==> config.mk <==
export PLATFORM = sky130hd
export DESIGN_NAME = serializer
export DESIGN_NICKNAME = d
export VERILOG_FILES = /design/src/rtl/serializer.sv
export SDC_FILE = /design/constraint.sdc
export NUM_CORES = 1
export LEC_CHECK = 0
export BUFFER_PORTS_ARGS = -buffer_cell sky130_fd_sc_hd__clkbuf_2
export CORE_MARGIN = 8
export CORE_UTILIZATION = 56
export CTS_BUF_LIST = sky130_fd_sc_hd__clkbuf_8
export CTS_CLUSTER_DIAMETER = 100
export DETAILED_ROUTE_END_ITERATION = 10
export GPL_TIMING_DRIVEN = 0
export PLACE_DENSITY = 0.79
export REMOVE_ABC_BUFFERS = 1
export SLEW_MARGIN = 20
export SYNTH_ARGS = -nofsm -noshare
export SYNTH_HDL_FRONTEND = slang
export SYNTH_SLANG_ARGS = --single-unit
==> constraint.sdc <==
create_clock -name clk_100khz -period 1.4 [get_ports clk_100khz]
set_input_delay 0.28 -clock clk_100khz [delete_from_list [all_inputs] [get_ports clk_100khz]]
set_output_delay 0.28 -clock clk_100khz [all_outputs]
set_load 0.02 [all_outputs]
==> src/rtl/serializer.sv <==
// Byte-to-bit serializer: loads a byte on request, shifts it out one bit per
// cycle (optional even-parity trailer), honours a stall input, then signals done.
module serializer #(
    parameter int MSB_FIRST = 1,
    parameter int PARITY_EN = 0
) (
    input  logic       clk_100khz,
    input  logic       reset,
    input  logic [7:0] data_in,
    input  logic       data_valid,
    input  logic       pause_in,
    output logic       data_out,
    output logic       write_out,
    output logic       ack_out,
    output logic       status_out,
    output logic       done_out
);

    localparam logic [3:0] FRAME_LEN = 4'(8 + PARITY_EN);

    typedef enum logic [1:0] {
        ST_IDLE   = 2'b00,
        ST_SHIFT  = 2'b01,
        ST_FINISH = 2'b10
    } state_t;

    function automatic logic even_parity(input logic [7:0] b);
        return ^b;
    endfunction

    state_t     state_q, state_d;
    logic [7:0] shreg_q, shreg_d;
    logic       parity_q, parity_d;
    logic [3:0] cnt_q, cnt_d;
    logic       data_out_q, data_out_d;
    logic       write_q, write_d;
    logic       ack_q, ack_d;
    logic       status_q, status_d;
    logic       done_q, done_d;
    logic       next_bit_s;

    // State register
    always_ff @(posedge clk_100khz or posedge reset) begin
        if (reset) begin
            state_q <= ST_IDLE;
        end else begin
            state_q <= state_d;
        end
    end

    // Next-state logic
    always_comb begin
        state_d = state_q;
        case (state_q)
            ST_IDLE: begin
                if (data_valid) begin
                    state_d = ST_SHIFT;
                end else begin
                    state_d = ST_IDLE;
                end
            end
            ST_SHIFT: begin
                if (!pause_in && (cnt_q == (FRAME_LEN - 4'd1))) begin
                    state_d = ST_FINISH;
                end else begin
                    state_d = ST_SHIFT;
                end
            end
            ST_FINISH: state_d = ST_IDLE;
            default:   state_d = ST_IDLE;
        endcase
    end

    // The parity trailer occupies slot 8, after all data bits have left the register
    always_comb begin
        next_bit_s = 1'b0;
        if (cnt_q == 4'd8) begin
            next_bit_s = parity_q;
        end else if (MSB_FIRST != 0) begin
            next_bit_s = shreg_q[7];
        end else begin
            next_bit_s = shreg_q[0];
        end
    end

    // Datapath and output next values
    always_comb begin
        shreg_d    = shreg_q;
        parity_d   = parity_q;
        cnt_d      = cnt_q;
        data_out_d = data_out_q;
        write_d    = 1'b0;
        ack_d      = 1'b0;
        done_d     = 1'b0;
        status_d   = status_q;
        case (state_q)
            ST_IDLE: begin
                if (data_valid) begin
                    shreg_d  = data_in;
                    parity_d = even_parity(data_in);
                    cnt_d    = 4'd0;
                    ack_d    = 1'b1;
                    status_d = 1'b0;
                end else begin
                    status_d = 1'b1;
                end
            end
            ST_SHIFT: begin
                status_d = 1'b0;
                if (!pause_in) begin
                    data_out_d = next_bit_s;
                    write_d    = 1'b1;
                    cnt_d      = cnt_q + 4'd1;
                    if (MSB_FIRST != 0) begin
                        shreg_d = {shreg_q[6:0], 1'b0};
                    end else begin
                        shreg_d = {1'b0, shreg_q[7:1]};
                    end
                end else begin
                    write_d = 1'b0;
                end
            end
            ST_FINISH: begin
                done_d   = 1'b1;
                status_d = 1'b1;
            end
            default: begin
                status_d = 1'b1;
            end
        endcase
    end

    // Datapath and output registers
    always_ff @(posedge clk_100khz or posedge reset) begin
        if (reset) begin
            shreg_q    <= 8'h00;
            parity_q   <= 1'b0;
            cnt_q      <= 4'd0;
            data_out_q <= 1'b0;
            write_q    <= 1'b0;
            ack_q      <= 1'b0;
            status_q   <= 1'b1;
            done_q     <= 1'b0;
        end else begin
            shreg_q    <= shreg_d;
            parity_q   <= parity_d;
            cnt_q      <= cnt_d;
            data_out_q <= data_out_d;
            write_q    <= write_d;
            ack_q      <= ack_d;
            status_q   <= status_d;
            done_q     <= done_d;
        end
    end

    assign data_out   = data_out_q;
    assign write_out  = write_q;
    assign ack_out    = ack_q;
    assign status_out = status_q;
    assign done_out   = done_q;

endmodule

==> results of run 1 <==
metrics by stage:
stage / std cells / worst slack, ps / util [%]
final: 121 / 124 / 66.7
after global placement: 116 / -316 / 61.9
after global routing: 121 / 36.9 / 66.7
after detailed placement: 116 / -334 / 61.9
after floorplan: 83 / -121 / -
after CTS: 121 / 73.5 / 66.6
sequential cells by signal (all words and copies together) (netlist names):
signal	cells
ack_out	1
state_q	2
done_out	1
write_out	1
data_out	1
status_out	1
parity_q	1
shreg_q	8
cnt_q	4
critical path, delay by kind of cell (launching register included):
family,cells,cell delay [ps]
xor+xnor,1,150
simple gates,3,520
flops,1,480
layout by cell type, fill, tap and decap left out:
| cell | n |
|---|---|
| dfrtp_1 | 17 |
| clkbuf_2 | 16 |
| nor2_1 | 11 |
| a21oi_1 | 10 |
| mux2i_1 | 8 |
| xnor2_1 | 7 |
| inv_1 | 5 |
| nand2_1 | 3 |
| clkbuf_8 | 3 |
| nand3b_1 | 2 |
| xor2_1 | 2 |
| o21ai_1 | 2 |
| ha_1 | 2 |
| dfrtp_2 | 2 |
| nor3b_4 | 1 |
| nor3b_2 | 1 |
| nand4_1 | 1 |
| or2b_1 | 1 |
| nand2b_1 | 1 |
| a21oi_4 | 1 |
| nor2b_4 | 1 |
| o21ai_0 | 1 |
| nor4bb_1 | 1 |
| o21bai_1 | 1 |
| and2_1 | 1 |
| and2b_1 | 1 |
| buf_12 | 1 |
| dfstp_2 | 1 |
worst paths after layout:
kind / startpoint / end / slack (ps)
max: state_q[1]$_DFF_PP0_ / cnt_q[3]$_DFFE_PP0P_ / 120
max reg2reg: state_q[1]$_DFF_PP0_ / cnt_q[3]$_DFFE_PP0P_ / 120
min reg2reg: shreg_q[1]$_DFFE_PP0P_ / shreg_q[1]$_DFFE_PP0P_ / 530
min in group clk_100khz: data_valid / status_out$_DFF_PP1_ / 220
min: reset / cnt_q[2]$_DFFE_PP0P_ / 130
max in group asynchronous: reset / state_q[0]$_DFF_PP0_ / 770
power breakdown:
group	total (W)	internal (W)	switching, W
logic	0.000829	0.000402	0.000426
registers	0.000961	0.000808	0.000153
clock network	0.000360	0.000194	0.000166
cell type report:
| type | count | area (µm²) | share of cell area (%) |
|---|---|---|---|
| clock buffer | 3 | 41.3 | 3.70 |
| tap | 17 | 21.3 | 1.91 |
| multi-input combinational | 59 | 429 | 38.5 |
| clock inverter | 1 | 3.75 | 0.337 |
| inverter | 4 | 15.0 | 1.35 |
| sequential | 20 | 504 | 45.2 |
| timing repair buffer | 17 | 100 | 8.98 |
per-layer routing:
layer	routed length, µm	GRT usage, %
met1	738	13.4
met2	849	19.2
met3	61	3.14
met4	10	6.43
met5	0	0
logic make-up after synthesis:
logic type | after synthesis | synth area share, %
AOI/OAI and AO/OA | 15 | 9.33
xor gates and xnor gates | 9 | 8.28
adders and majority gates | 2 | 2.63
buffers and inverters | 6 | 3.55
DFF | 20 | 52.7
muxes | 8 | 8.41
and+or+nand+nor | 25 | 15.1
what timing repair did:
action	4_1_cts	5_1_grt
resized for setup	3	2
setup buffers	1	0
hold buffers	0	0
pin swaps	1	1
endpoints found under the setup margin	11	7
==> results.json, run 1 <==
{
  "maxCapViolCount": 0,
  "finalCriticalPeriod_ps": 1280,
  "wl_mm": 1.66,
  "path_max_fanout": 6,
  "core-area_um2": 1670,
  "first_pass_iters": 4,
  "placementRows": 15,
  "arrival_ps": 1400,
  "hold_viol": 0,
  "required_ps": 1530,
  "rsz0062_at_grt": "false",
  "cpPeakStageDelay_ps": 480,
  "synthArstFlopShare_pct": 100,
  "yosysUniqueCellTypes": 26,
  "clock_latency_ps": 250,
  "worst_pin_slew_ps": 718,
  "tns_ps": 0,
  "slew_violations": 0,
  "final_area_um2": 1110,
  "first_iter_violations": 15,
  "antenna_cells": 0,
  "grt-ovfl-total": 0,
  "syn_avg_cell_area_um2": 11.2,
  "cts-root-buf": "clkbuf_8",
  "synth_most_common_cell": "dfrtp_1",
  "place.gp.congestion": 0.726,
  "ant_nets": 0,
  "synth_area_leader_cell": "dfrtp_1",
  "grt_usage_pct": 11.7,
  "whs_ps": 131,
  "netlist_area_um2": 952,
  "fp.dieH_um": 57.2,
  "clock.fmax_mhz": 784,
  "worst-setup-path-type": "reg -> reg",
  "slowest_stage": "dfrtp_2",
  "wl_per_cell_um": 13.7,
  "min_path_type": "in -> async",
  "drive_gt1_share_pct": 26.0,
  "p_leak_nw": 0.555,
  "yosysSeqAreaShare_pct": 52.7,
  "grt_pass1_vias": 705,
  "vias": 647,
  "area_growth_pct": 17.1,
  "placedInstanceArea_um2": 1030,
  "syn_inst": 85,
  "synth_top_area_share_pct": 49.9,
  "cp-start-kind": "register",
  "grt_max_degree": 21,
  "clock_path_buffers": 2,
  "start_util_pct": 57.0,
  "pin_count": 17,
  "path_cells": "nor3b_4, nand4_1, xor2_1, nor2_1",
  "fin_nets": 119,
  "setup_viol": 0,
  "fill_cells": 135,
  "portBuffers": 16,
  "r2r_cells": 4,
  "yosys_warnings": 0,
  "cts.clk_slew.worst_paths_ps": 70,
  "cts_tree": "built",
  "crit_path_end_kind": "register",
  "grt_first_pass_wirelength_mm": 3.00,
  "netlist_top_cells_area": "dfrtp_1, mux2i_1, xnor2_1",
  "drc": 0,
  "synthFlopType": "dfrtp_1",
  "synth-edff-count": 0,
  "irDropWorstVdd_mv": 1.09,
  "vias_per_cell": 5.35,
  "htree_num_levels": 1,
  "dp_hpwl_mm": 1.23,
  "min_period_over_period_pct": 91.2,
  "powerDensity_nw_per_um2": 1930,
  "die-area_um2": 3280,
  "yosys_register_bits": 20,
  "synth_common_cells": "dfrtp_1, nor2_1, a21oi_1",
  "status": "finished clean",
  "max-slew-margin-rel_pct": 52.1,
  "die_x_um": 57.2,
  "fin_skew_ps": 3.18,
  "cts_buffers": 3,
  "clock_sinks": 20,
  "fin_total_pwr_w": 0.00215,
  "antenna_found_initial": 0
}
Note: power is estimated with default switching activity, not from simulation.
==> inputs of run 2 (changes only) <==
Settings changed: CORE_MARGIN 8 to 5, CTS_BUF_LIST sky130_fd_sc_hd__clkbuf_8 to sky130_fd_sc_hd__clkbuf_2 sky130_fd_sc_hd__clkbuf_4 sky130_fd_sc_hd__clkbuf_8.
==> run 2 against run 1 <==
- highest routed layer unchanged
- critical endpoint is now shreg_q[6]$_DFFE_PP0P_
- sequential cell count is the same
- critical path type unchanged
- wire length shrank 0.90%
- sequential power shrank 0.7%
==> results.json, run 2 (synthesis results as in run 1) <==
{
  "grt_pass1_vias": 639,
  "drc": 0,
  "clock_latency_ps": 300,
  "dp_hpwl_mm": 1.19,
  "clock_path_buffers": 2,
  "start_util_pct": 61.1,
  "crit_path_end_kind": "register",
  "die-area_um2": 2630,
  "dr_wl_met3_um": 78,
  "pin_count": 17,
  "clock_sinks": 20,
  "grt-ovfl-total": 0,
  "wl_mm": 1.65,
  "worst-setup-path-type": "reg -> reg",
  "path_max_fanout": 8,
  "layout.cells.most_common": "dfrtp_1",
  "tns_ps": 0,
  "status": "finished clean",
  "cp-start-kind": "register",
  "fin_skew_ps": 5.32,
  "cts_hold_buf": 0,
  "area_growth_pct": 21.4,
  "ant_nets": 0,
  "most-common-layout-cells": "dfrtp_1, clkbuf_2, nor2_1",
  "highest_layer": "met4",
  "htree_num_levels": 1,
  "wl_per_cell_um": 13.0,
  "cts_tree": "built",
  "cts.clk_slew.worst_paths_ps": 110,
  "drive_gt1_share_pct": 30.6,
  "core-area_um2": 1560,
  "min_path_type": "in -> async",
  "max-slew-margin-rel_pct": 50.5,
  "cts_buffers": 3,
  "setup_viol": 0,
  "route.met2.wl_um": 907,
  "die_x_um": 51.2,
  "arrival_ps": 1480,
  "largest_reg_flops": 8,
  "detail_route.wirelength.met1_um": 633,
  "required_ps": 1590,
  "powerDensity_nw_per_um2": 1940,
  "grt_usage_pct": 14.3,
  "slew_violations": 0,
  "min_period_over_period_pct": 92.0,
  "fin_total_pwr_w": 0.00224,
  "maxCapViolCount": 0,
  "rsz0062_at_grt": "false",
  "p_leak_nw": 0.582,
  "portBuffers": 16,
  "fp.dieH_um": 51.2,
  "fin_nets": 126,
  "first_pass_iters": 4,
  "antenna_cells": 0,
  "r2r_cells": 4,
  "grt_max_degree": 21,
  "placementRows": 14,
  "first_iter_violations": 7,
  "cts-root-buf": "clkbuf_4",
  "clock.fmax_mhz": 776,
  "reg_top3": "shreg_q: 8 flops, cnt_q: 4 flops, state_q: 2 flops",
  "place.gp.congestion": 0.778,
  "vias": 665,
  "hold_viol": 0,
  "top_register": "shreg_q",
  "vias_per_cell": 5.24,
  "worst_pin_slew_ps": 742,
  "finalCriticalPeriod_ps": 1290,
  "irDropWorstVdd_mv": 1.19,
  "grt_first_pass_wirelength_mm": 2.72,
  "antenna_found_initial": 0
}
==> run 2: changes by cell type in the layout (fill, tap and decap cells not counted) <==
cell and delta:
inv_1 -1, clkbuf_8 -2, buf_4 +7, dfrtp_2 -1, clkbuf_4 +3, dfrtp_1 +1
==> run 2: per-stage QoR <==
step	util [%]	setup WS, ps	area (µm²)	cells	hold slack (ps)
2_1_floorplan	-	-121	933	83	243
3_3_place_gp	66.3	-323	1030	115	419
3_5_place_dp	66.3	-326	1030	115	426
4_1_cts	70.7	54.5	1100	120	95.9
5_1_grt	74.2	16.2	1160	127	122
6_report	74.2	112	1160	127	69.5
==> run 2: worst max-delay path, stage by stage (launching register included) <==
cell,delay [ps]
dfrtp_1,520
nor2b_4,240
buf_4,160
mux2i_1,180
a21oi_1,80
==> run 2: metal layers <==
metal / global-route usage [%] / up-vias
met3: 2.91 / 4
met2: 25.8 / 15
met1: 16.2 / 311
met4: 6.55 / 0
li1: - / 335
met5: 0 / -
==> run 2: power breakdown <==
group          switching, W  internal, W
clock              0.000173     0.000158
combinational      0.000451     0.000506
sequential         0.000149     0.000805
total              0.000773      0.00147
==> run 2: path summary, 6_finish.rpt <==
| check | startpoint | end | slack (ps) |
|---|---|---|---|
| worst max-delay path | state_q[1]$_DFF_PP0_ | shreg_q[6]$_DFFE_PP0P_ | 110 |
| worst min-delay path | reset | shreg_q[1]$_DFFE_PP0P_ | 70 |
| worst max register to register | state_q[1]$_DFF_PP0_ | shreg_q[6]$_DFFE_PP0P_ | 110 |
| worst min register to register | shreg_q[7]$_DFFE_PP0P_ | shreg_q[7]$_DFFE_PP0P_ | 540 |
| max in group asynchronous | reset | state_q[0]$_DFF_PP0_ | 830 |
| min in group clk_100khz | data_valid | status_out$_DFF_PP1_ | 150 |
==> run 2: what timing repair did <==
item	in CTS	in global routing
resized for setup	3	1
setup buffers	1	7
setup endpoints to repair	9	9
pin swaps	1	2
hold endpoints to repair	0	0
==> run 2: final cells by class <==
cell class                 count  area (µm²)
sequential                    20         503
multi-input combinational     59         429
fill                         106         403
timing repair buffer          24         153
clock buffer                   4        36.3
tap                           16        20.0
inverter                       4        15.0
==> inputs of run 3 (changes only) <==
Settings changed: CORE_MARGIN 5 to not set, CTS_BUF_LIST sky130_fd_sc_hd__clkbuf_2 sky130_fd_sc_hd__clkbuf_4 sky130_fd_sc_hd__clkbuf_8 to sky130_fd_sc_hd__clkbuf_8.
==> run 3 against run 2 <==
- sequential power up 0.9%
- non-clock buffer count is 2 lower
- sequential cell count did not move
- cell count down 1.6%
- first-iteration DRC count increased by 100%
- via count up 2.0%
- wire length up 6.0%
- utilization is 1.1 points higher
- power rose by 4.9%
- critical endpoint is now cnt_q[3]$_DFFE_PP0P_
- largest cell class unchanged
==> results.json, run 3 (synthesis results as in run 1) <==
{
  "place.gp.congestion": 0.737,
  "r2r-end": "cnt_q[3]$_DFFE_PP0P_",
  "finalCriticalPeriod_ps": 1290,
  "clock_path_buffers": 2,
  "irDropWorstVdd_mv": 1.30,
  "layout.cells.most_common": "dfrtp_1",
  "final_area_um2": 1160,
  "tns_ps": 0,
  "htree_num_levels": 1,
  "arrival_ps": 1430,
  "clock_sinks": 20,
  "grt_first_pass_wirelength_mm": 2.66,
  "min_period_over_period_pct": 92.3,
  "placedCellCount": 115,
  "clock_latency_ps": 260,
  "worst_pin_slew_ps": 725,
  "die_x_um": 43.2,
  "setup_viol": 0,
  "antenna_found_initial": 0,
  "vias_per_cell": 5.42,
  "path_max_fanout": 6,
  "whs_ps": 114,
  "slew_violations": 0,
  "fp.dieH_um": 43.2,
  "placedInstanceArea_um2": 1030,
  "first_iter_violations": 14,
  "maxCapViolCount": 0,
  "ant_nets": 0,
  "drive_gt1_share_pct": 29.4,
  "cp-start-kind": "register",
  "p_leak_nw": 0.583,
  "portBuffers": 16,
  "top_register": "shreg_q",
  "placementRows": 14,
  "wl_mm": 1.75,
  "worst-setup-path-type": "reg -> reg",
  "vias": 678,
  "start_util_pct": 61.8,
  "r2r_cells": 4,
  "cts_buffers": 3,
  "cts_tree": "built",
  "fill_cells": 111,
  "area_growth_pct": 21.8,
  "grt-ovfl-total": 0,
  "die-area_um2": 1870,
  "cts_hold_buf": 0,
  "cts-root-buf": "clkbuf_8",
  "dp_hpwl_mm": 1.17,
  "reg_top3": "shreg_q: 8 flops, cnt_q: 4 flops, state_q: 2 flops",
  "required_ps": 1540,
  "cts.clk_slew.worst_paths_ps": 70,
  "fin_total_pwr_w": 0.00235,
  "stdcell_count": 125,
  "pin_count": 17,
  "grt_usage_pct": 20.1,
  "fin_skew_ps": 0.464,
  "powerDensity_nw_per_um2": 2030,
  "clock.fmax_mhz": 774,
  "min_path_type": "in -> async",
  "first_pass_iters": 4,
  "r2r-start": "state_q[1]$_DFF_PP0_",
  "crit_path_end_kind": "register",
  "antenna_cells": 0,
  "hold_viol": 0,
  "drc": 0,
  "wl_per_cell_um": 14.0,
  "core-area_um2": 1540,
  "r2r_slack_ps": 110,
  "grt_pass1_vias": 654,
  "fin_nets": 124,
  "largest_reg_flops": 8,
  "most-common-layout-cells": "dfrtp_1, clkbuf_2, nor2_1",
  "grt_max_degree": 21,
  "rsz0062_at_grt": "false",
  "status": "finished clean",
  "max-slew-margin-rel_pct": 51.6
}
## run 3: cell types whose count changed in the layout (fill, tap and decap cells not counted), sizes merged
cell  previous run  this run
buf              8         6
## run 3: critical path, cell delays in order (launching register included)
cell	delay, ps
dfrtp_1	510
nor3b_4	290
nand4_1	150
xor2_1	170
nor2_1	50
## run 3: routing by layer
layer / routed length, µm / track usage, % / share of wire [%] / vias up
li1: - / - / - / 332
met4: 43 / 12.7 / 2.5 / 0
met3: 25 / 3.83 / 1.4 / 5
met1: 722 / 24.3 / 41 / 329
met2: 955 / 32.5 / 55 / 12
met5: 0 / 0 / 0 / -
## run 3: how the worst max path moves through the flow
stage | startpoint | end | slack (ps) | cells after the start
finish | state_q[1]$_DFF_PP0_ | cnt_q[3]$_DFFE_PP0P_ | 110 | 4
global route | state_q[0]$_DFF_PP0_ | shreg_q[2]$_DFFE_PP0P_ | 30 | 5
CTS | state_q[1]$_DFF_PP0_ | cnt_q[2]$_DFFE_PP0P_ | 40 | 4
detailed placement | state_q[1]$_DFF_PP0_ | cnt_q[2]$_DFFE_PP0P_ | -380 | 4
global placement | state_q[1]$_DFF_PP0_ | cnt_q[2]$_DFFE_PP0P_ | -350 | 4
floorplan | state_q[1]$_DFF_PP0_ | cnt_q[2]$_DFFE_PP0P_ | -120 | 4
## run 3: power breakdown
group / switching, W / internal [W]
registers: 0.000156 / 0.000807
logic: 0.000470 / 0.000476
clock network: 0.000192 / 0.000250
total: 0.000818 / 0.00153
## run 3: cell type report
type | instances | area (µm²) | share of cell area [%]
Clock buffer | 4 | 55.1 | 4.75
Inverter | 4 | 15.0 | 1.29
Multi-Input combinational cell | 59 | 429 | 37.0
Sequential cell | 20 | 503 | 43.4
Tap cell | 16 | 20.0 | 1.73
Timing Repair Buffer | 22 | 138 | 11.9
## run 3: stage by stage
step | setup WS, ps | util (%)
floorplan | -121 | -
global placement | -349 | 67.0
detailed placement | -384 | 67.0
CTS | 44.6 | 72.4
global route | 34.8 | 75.2
finish | 108 | 75.2
## run 3: timing repair
action,4_1_cts,5_1_grt
gates resized for setup,3,1
setup endpoints to repair,9,7
pin swaps,1,1
buffers inserted,2,4
